--- config.mk ---
export PLATFORM = sky130hd
export DESIGN_NAME = fb_draw_sequencer
export DESIGN_NICKNAME = d
export VERILOG_FILES = /design/src/rtl/vga_pkg.sv /design/src/rtl/pixel_delay_pipe.sv /design/src/rtl/fb_draw_sequencer.sv
export SDC_FILE = /design/constraint.sdc
export NUM_CORES = 1
export LEC_CHECK = 0
export ABC_AREA = 1
export CORE_MARGIN = 2
export CORE_UTILIZATION = 29
export DETAILED_ROUTE_END_ITERATION = 10
export GPL_ROUTABILITY_DRIVEN = 0
export GPL_TIMING_DRIVEN = 1
export PLACE_DENSITY = 0.5
export SLEW_MARGIN = 0
export SYNTH_ARGS = -nofsm -noshare
export SYNTH_HDL_FRONTEND = slang
export SYNTH_SLANG_ARGS = --single-unit
--- constraint.sdc ---
create_clock -name clk -period 2.38 [get_ports clk]
set_clock_uncertainty 0.1 [all_clocks]
set_input_delay 0.238 -clock clk [delete_from_list [all_inputs] [get_ports clk]]
set_output_delay 0.238 -clock clk [all_outputs]
set_load 0.01 [all_outputs]
--- src/rtl/vga_pkg.sv ---
// rtl/vga_pkg.sv - shared screen geometry, pixel widths and draw FSM states
// Purpose: common constants and the draw sequencer state type.
// Ports: none (package).
package vga_pkg;

  localparam int H_RES       = 320;
  localparam int V_RES       = 240;
  localparam int ROM_LATENCY = 2;
  localparam int ADDR_W      = 17;
  localparam int COLOR_W     = 3;
  localparam int X_W         = 9;
  localparam int Y_W         = 8;

  typedef enum logic [2:0] {
    IDLE,
    WAIT_VS,
    BLIT,
    DRAIN,
    BOX,
    DONE
  } drawState_t;

endpackage

--- src/rtl/pixel_delay_pipe.sv ---
// rtl/pixel_delay_pipe.sv - DEPTH-stage shift register carrying {valid,x,y}
// Purpose: keeps pixel coordinates aligned with synchronous ROM read data.
// Ports:
//   clk, iResetn      clock, synchronous active-low reset
//   iValid, iX, iY    coordinate of the address issued this cycle
//   oValid, oX, oY    same coordinate, DEPTH cycles later
module pixel_delay_pipe #(
  parameter int DEPTH = 2,
  parameter int X_W   = 9,
  parameter int Y_W   = 8
) (
  input  logic           clk,
  input  logic           iResetn,
  input  logic           iValid,
  input  logic [X_W-1:0] iX,
  input  logic [Y_W-1:0] iY,
  output logic           oValid,
  output logic [X_W-1:0] oX,
  output logic [Y_W-1:0] oY
);

  localparam int W = 1 + X_W + Y_W;

  logic [W-1:0] stages [DEPTH];

  always_ff @(posedge clk) begin
    if (!iResetn) begin
      for (int i = 0; i < DEPTH; i++) stages[i] <= '0;
    end else begin
      stages[0] <= {iValid, iX, iY};
      for (int i = 1; i < DEPTH; i++) stages[i] <= stages[i-1];
    end
  end

  assign {oValid, oX, oY} = stages[DEPTH-1];

endmodule

--- src/rtl/fb_draw_sequencer.sv ---
// rtl/fb_draw_sequencer.sv - vsync-aligned background blit plus rectangle overlay
// Purpose: owns the VGA adapter write port; on request waits for a vsync
//   falling edge, copies the mode-selected ROM image, then draws an optional box.
// Ports:
//   clk, iResetn                 clock, synchronous active-low reset
//   iGameMode, iRedraw           image select; a change or a pulse requests a redraw
//   iVSync                       active-low vertical sync (clk domain)
//   iBoxEn, iBoxX0/X1/Y0/Y1      overlay rectangle, inclusive bounds
//   iBoxColor                    overlay colour
//   oRomAddr, oRomSel, iRomQ     image ROM read port
//   oX, oY, oColor, oWriteEn     adapter plot port
//   oBusy, oFrameDone            status
module fb_draw_sequencer
  import vga_pkg::*;
#(
  parameter int H_RES       = vga_pkg::H_RES,
  parameter int V_RES       = vga_pkg::V_RES,
  parameter int ROM_LATENCY = vga_pkg::ROM_LATENCY,
  parameter int ADDR_W      = vga_pkg::ADDR_W,
  parameter int COLOR_W     = vga_pkg::COLOR_W
) (
  input  logic               clk,
  input  logic               iResetn,
  input  logic [1:0]         iGameMode,
  input  logic               iVSync,
  input  logic               iRedraw,
  input  logic               iBoxEn,
  input  logic [X_W-1:0]     iBoxX0,
  input  logic [X_W-1:0]     iBoxX1,
  input  logic [Y_W-1:0]     iBoxY0,
  input  logic [Y_W-1:0]     iBoxY1,
  input  logic [COLOR_W-1:0] iBoxColor,
  output logic [ADDR_W-1:0]  oRomAddr,
  output logic [1:0]         oRomSel,
  input  logic [COLOR_W-1:0] iRomQ,
  output logic [X_W-1:0]     oX,
  output logic [Y_W-1:0]     oY,
  output logic [COLOR_W-1:0] oColor,
  output logic               oWriteEn,
  output logic               oBusy,
  output logic               oFrameDone
);

  localparam logic [X_W-1:0] X_LAST = X_W'(H_RES - 1);
  localparam logic [Y_W-1:0] Y_LAST = Y_W'(V_RES - 1);
  localparam int DCW = $clog2(ROM_LATENCY + 1);
  localparam logic [DCW-1:0] DRAIN_LAST = DCW'(ROM_LATENCY);

  drawState_t state, stateNext;

  logic               pending, vsHist;
  logic [1:0]         lastMode;
  logic               issueValid;
  logic [X_W-1:0]     issueX, boxX0L, boxX1L, boxXCur, boxX;
  logic [Y_W-1:0]     issueY, boxY0L, boxY1L, boxYCur, boxY;
  logic               boxEnL, boxWe;
  logic [COLOR_W-1:0] boxColorL;
  logic [DCW-1:0]     drainCnt;
  logic               pipeValid;
  logic [X_W-1:0]     pipeX;
  logic [Y_W-1:0]     pipeY;

  logic vsFall, issueLast, boxLast, boxLegal, drainDone;

  assign vsFall    = vsHist & ~iVSync;
  assign issueLast = (issueX == X_LAST) && (issueY == Y_LAST);
  assign boxLast   = (boxXCur == boxX1L) && (boxYCur == boxY1L);
  assign drainDone = (drainCnt == DRAIN_LAST);
  assign boxLegal  = boxEnL && (boxX0L <= boxX1L) && (boxX1L <= X_LAST) &&
                     (boxY0L <= boxY1L) && (boxY1L <= Y_LAST);

  always_ff @(posedge clk) begin
    if (!iResetn) state <= IDLE;
    else          state <= stateNext;
  end

  always_comb begin
    stateNext = state;
    case (state)
      IDLE:    if (pending) stateNext = WAIT_VS;
      WAIT_VS: if (vsFall) stateNext = BLIT;
      BLIT:    if (issueLast) stateNext = DRAIN;
      DRAIN:   if (drainDone) stateNext = boxLegal ? BOX : DONE;
      BOX:     if (boxLast) stateNext = DONE;
      DONE:    stateNext = pending ? WAIT_VS : IDLE;
      default: stateNext = IDLE;
    endcase
  end

  always_ff @(posedge clk) begin
    if (!iResetn) begin
      pending    <= 1'b0;
      vsHist     <= 1'b1;
      lastMode   <= '0;
      oRomAddr   <= '0;
      oRomSel    <= '0;
      issueValid <= 1'b0;
      issueX     <= '0;
      issueY     <= '0;
      boxEnL     <= 1'b0;
      boxX0L     <= '0;
      boxX1L     <= '0;
      boxY0L     <= '0;
      boxY1L     <= '0;
      boxColorL  <= '0;
      boxXCur    <= '0;
      boxYCur    <= '0;
      boxWe      <= 1'b0;
      boxX       <= '0;
      boxY       <= '0;
      drainCnt   <= '0;
      oBusy      <= 1'b0;
      oFrameDone <= 1'b0;
    end else begin
      vsHist     <= iVSync;
      lastMode   <= iGameMode;
      oBusy      <= (stateNext != IDLE);
      oFrameDone <= (state == DONE);
      boxWe      <= 1'b0;
      // A new request wins over the clear so a request landing on the
      // frame-start cycle is carried into the next frame.
      if (iRedraw || (iGameMode != lastMode)) pending <= 1'b1;
      else if (state == WAIT_VS && vsFall)    pending <= 1'b0;

      case (state)
        WAIT_VS: if (vsFall) begin
          oRomSel    <= iGameMode;
          boxEnL     <= iBoxEn;
          boxX0L     <= iBoxX0;
          boxX1L     <= iBoxX1;
          boxY0L     <= iBoxY0;
          boxY1L     <= iBoxY1;
          boxColorL  <= iBoxColor;
          oRomAddr   <= '0;
          issueX     <= '0;
          issueY     <= '0;
          issueValid <= 1'b1;
        end
        BLIT: begin
          if (issueLast) begin
            issueValid <= 1'b0;
            drainCnt   <= '0;
          end else begin
            oRomAddr <= oRomAddr + ADDR_W'(1);
            if (issueX == X_LAST) begin
              issueX <= '0;
              issueY <= issueY + Y_W'(1);
            end else begin
              issueX <= issueX + X_W'(1);
            end
          end
        end
        DRAIN: begin
          drainCnt <= drainCnt + DCW'(1);
          boxXCur  <= boxX0L;
          boxYCur  <= boxY0L;
        end
        BOX: begin
          boxWe <= 1'b1;
          boxX  <= boxXCur;
          boxY  <= boxYCur;
          if (boxXCur == boxX1L) begin
            boxXCur <= boxX0L;
            boxYCur <= boxYCur + Y_W'(1);
          end else begin
            boxXCur <= boxXCur + X_W'(1);
          end
        end
        default: ;
      endcase
    end
  end

  pixel_delay_pipe #(
    .DEPTH (ROM_LATENCY),
    .X_W   (X_W),
    .Y_W   (Y_W)
  ) uPipe (
    .clk     (clk),
    .iResetn (iResetn),
    .iValid  (issueValid),
    .iX      (issueX),
    .iY      (issueY),
    .oValid  (pipeValid),
    .oX      (pipeX),
    .oY      (pipeY)
  );

  // Blit and box phases never overlap, so the plot port is a plain select of
  // two register sets. ROM data passes straight through: the ROM output is
  // itself registered and aligned with the delayed coordinate.
  assign oWriteEn = pipeValid | boxWe;
  assign oX       = boxWe ? boxX : pipeX;
  assign oY       = boxWe ? boxY : pipeY;
  assign oColor   = boxWe ? boxColorL : (pipeValid ? iRomQ : '0);

endmodule

==> results.toml <==
[status]
status = "finished clean"

[cells_and_area]
antenna_cells = 0
area_delta_synth_final_pct = 25.30
utilization_pct = 37.09
final_layout_size_suffix_gt1_share_pct = 9.830
nets = 1177

[clock_tree]
numCtsBuffers = 17
cts_tree = "done"
htreeDepth = 4
clockBufferDepth = 2
cts_hold_buf = 0
clk_pin_slew_ns = 0.06
cts_setup_buffers = 0
cts.sinks = 157
insertion_delay_ns = 0.43
cts_root_buf = "clkbuf_16"
cts_resized = 0

[logic_synthesis]
async_flop_share_pct = 0
synthCells = 1029
ys_seq_area_share_pct = 42.17
synth_ff_type = "dfxtp_1"
ys_ff_latch = 157
synth_enable_flop_cells = 0
synth.distinct_cells = 41
syn_nets = 1099
ys.warnings.count = 0
synth.avg_cell_area_sq_um = 7.243
synth_area_sq_um = 7453

[min_path]
holdPathStages = 3
hold_start = "iResetn"
hold_class = "input pin to flip-flop"
min_to = "boxY[0]$_SDFFE_PN0P_"

[setup_path]
slowest_stage = "clkdlybuf4s50_1"
worst_r2r_path_depth = 11
worstPathArrival_ns = 1.96
path_cells = "inv_1, buf_4, nand2_1, o21ai_0, clkdlybuf4s50_1"
end_kind = "output pin"
crit_path_start = "boxWe$_SDFF_PN0_"
path_class = "flip-flop to output pin"
r2r-start = "issueX[0]$_SDFFE_PN0P_"
path_buf_inv = 3
cp.required_ns = 2.04
reg2reg_setup_slack_ns = 0.40
cpPeakStageDelay_ns = 0.62
startpoint_type = "flip-flop"
crit_fanout = 7
worstReg2RegEnd = "oRomAddr[14]$_SDFFE_PN0P_"
path_delay_family = "buffers and inverters"

[timing]
rsz0062_at_grt = "no"
report.final.hold_viol_count = 0
fin_crit_sh_pct = 96.44
layout_setup_ws_ns = 0.08461
tightest_slew_ns = 0.5425
fmax_mhz = 435.7
tns_ns = 0
maxSlewViolCount = 0
min_period_ns = 2.295
setup_viol = 0
slew_headroom_pct = 63.84

[drt]
routed_wl_mm = 19.24
drt_first_pass_iters = 4
wire_per_inst_microns = 13.28
final_antenna_net_count = 0
routed-via-count = 6446
remaining_drc_errors = 0
drt_iter0_markers = 327
vias_per_cell = 4.449

[global_route]
grt_pass1_vias = 6197
grt_start_max_net_pins = 64
grt_pass1_wl_mm = 31.55
grt.overflow.total = 0
antenna_found_initial = 0
grt_usage_pct = 14.93

[floorplan]
die_h_microns = 164.3
io_pins = 89
core_area_sq_um = 25180
row_count = 58
dieArea_sq_um = 27000
die_w_microns = 164.3
start_util_pct = 29.60

[power]
ir_drop_uv = 454.4
p_leak_nw = 3.932
powerDensity_nw_per_um2 = 727.4
p_total_mw = 6.793

[placed_design]
portBuffers = 88
place_ws_ns = 0.3759
dp_hpwl_mm = 13.60

[job]
max_cap_viol_count = 0
through the flow:
| stage | area (sq um) | std cells | hold WS, ns |
|---|---|---|---|
| 2_1_floorplan | 7453 | 1029 | 0.2315 |
| 3_3_place_gp | 8668 | 1418 | 0.2944 |
| 3_5_place_dp | 8668 | 1418 | 0.2961 |
| 4_1_cts | 9339 | 1449 | 0.1377 |
| 5_1_grt | 9339 | 1449 | 0.1918 |
| 6_report | 9339 | 1449 | 0.1521 |
worst reg2reg max path, cell delays in order (launching register included):
cell and delay, ns:
dfxtp_1 0.37, ha_1 0.21, nand3_2 0.13, nor2_4 0.13
nand2_2 0.08, nor2_4 0.15, nand3_4 0.12, nand2_4 0.13
inv_4 0.06, nand2_8 0.19, nand2_1 0.10, a21oi_1 0.14
Yosys cell counts (2+ instances only):
library cell  instances  area [sq um]
a211oi_1              3         22.52
a21oi_1              66         330.3
a21oi_2              20         175.2
a31oi_1               2         12.51
buf_12                2         40.04
buf_2                 9         45.04
clkbuf_1             31         116.4
dfxtp_1             157          3143
ha_1                 23         287.8
inv_1               107         401.6
inv_2                 6         22.52
nand2_1             243         912.1
nand2_2              20         125.1
nand2_4               2         22.52
nand3_1              33         165.2
nand3b_1              2         15.01
nand4_1              12         75.07
nor2_1              130         488.0
nor2_4                4         45.04
nor3_1                9         45.04
o21ai_0              85         425.4
o22ai_1               3         18.77
or2_2                 4         25.02
xnor2_1              19         166.4
xor2_1               21         183.9
state kept, by name (all words and copies together), names as in the netlist, 2 cells and up:
name / flops
boxColorL: 3
boxX: 9
boxX0L: 9
boxX1L: 9
boxXCur: 9
boxY: 8
boxY0L: 8
boxY1L: 8
boxYCur: 8
drainCnt: 2
issueX: 9
issueY: 8
lastMode: 2
oRomAddr: 17
oRomSel: 2
state: 3
uPipe.stages: 36
cell usage in the layout (no fill, tap or decap), types with 21 or more instances in the layout:
master,synthesis,routed
nand2_1,243,243
ha_1,23,23
nand3_1,33,33
nor2_1,130,129
inv_1,107,107
a21oi_1,66,66
xor2_1,21,21
o21ai_0,85,85
clkdlybuf4s50_1,0,87
dfxtp_1,157,157
worst max path at each step:
stage          slack [ns]                   endpoint  cells after the start
6_report             0.08                      oY[4]                      5
2_1_floorplan        0.65     issueX[5]$_SDFFE_PN0P_                     12
5_1_grt             0.009                      oY[4]                      5
4_1_cts              0.04                      oY[4]                      5
3_5_place_dp         0.38  oRomAddr[15]$_SDFFE_PN0P_                      8
3_3_place_gp         0.39  oRomAddr[16]$_SDFFE_PN0P_                      8
kinds of logic (layout without fill, tap and decap cells):
kind of cell             count (synthesis)  count (layout)  share of synthesized area [%]
AO/OA/AOI/OAI                          184             184                          13.75
adder cells (fa/ha/maj)                 23              23                          3.861
flip-flops                             157             157                          42.17
AND/OR/NAND/NOR                        466             466                          26.78
XOR/XNOR                                40              40                          4.700
buffers and inverters                  159             249                          8.746
cell type report:
class / instances / area, sq um
multi-input combinational: 713 / 3661
fill: 2656 / 15840
sequential: 157 / 3143
clock buffer: 20 / 456.7
clock inverter: 11 / 214.0
tap: 330 / 412.9
timing repair buffer: 104 / 1021
inverter: 114 / 430.4
report_power, final:
part / internal (mW) / total, mW / switching, mW / leakage, nW
combinational: 0.334 / 0.869 / 0.535 / 2.34
clock: 2.02 / 3.11 / 1.09 / 0.322
sequential: 2.73 / 2.82 / 0.0903 / 1.27
total: 5.08 / 6.79 / 1.72 / 3.93
routing by layer:
layer | routed length (microns) | vias up | track usage, %
li1 | - | 3421 | -
met1 | 9229 | 2909 | 19.53
met2 | 8969 | 105 | 24.95
met3 | 887 | 11 | 3.232
met4 | 151 | 0 | 3.708
met5 | 0 | - | 0
No activity file was read; power rests on OpenSTA's default activity.
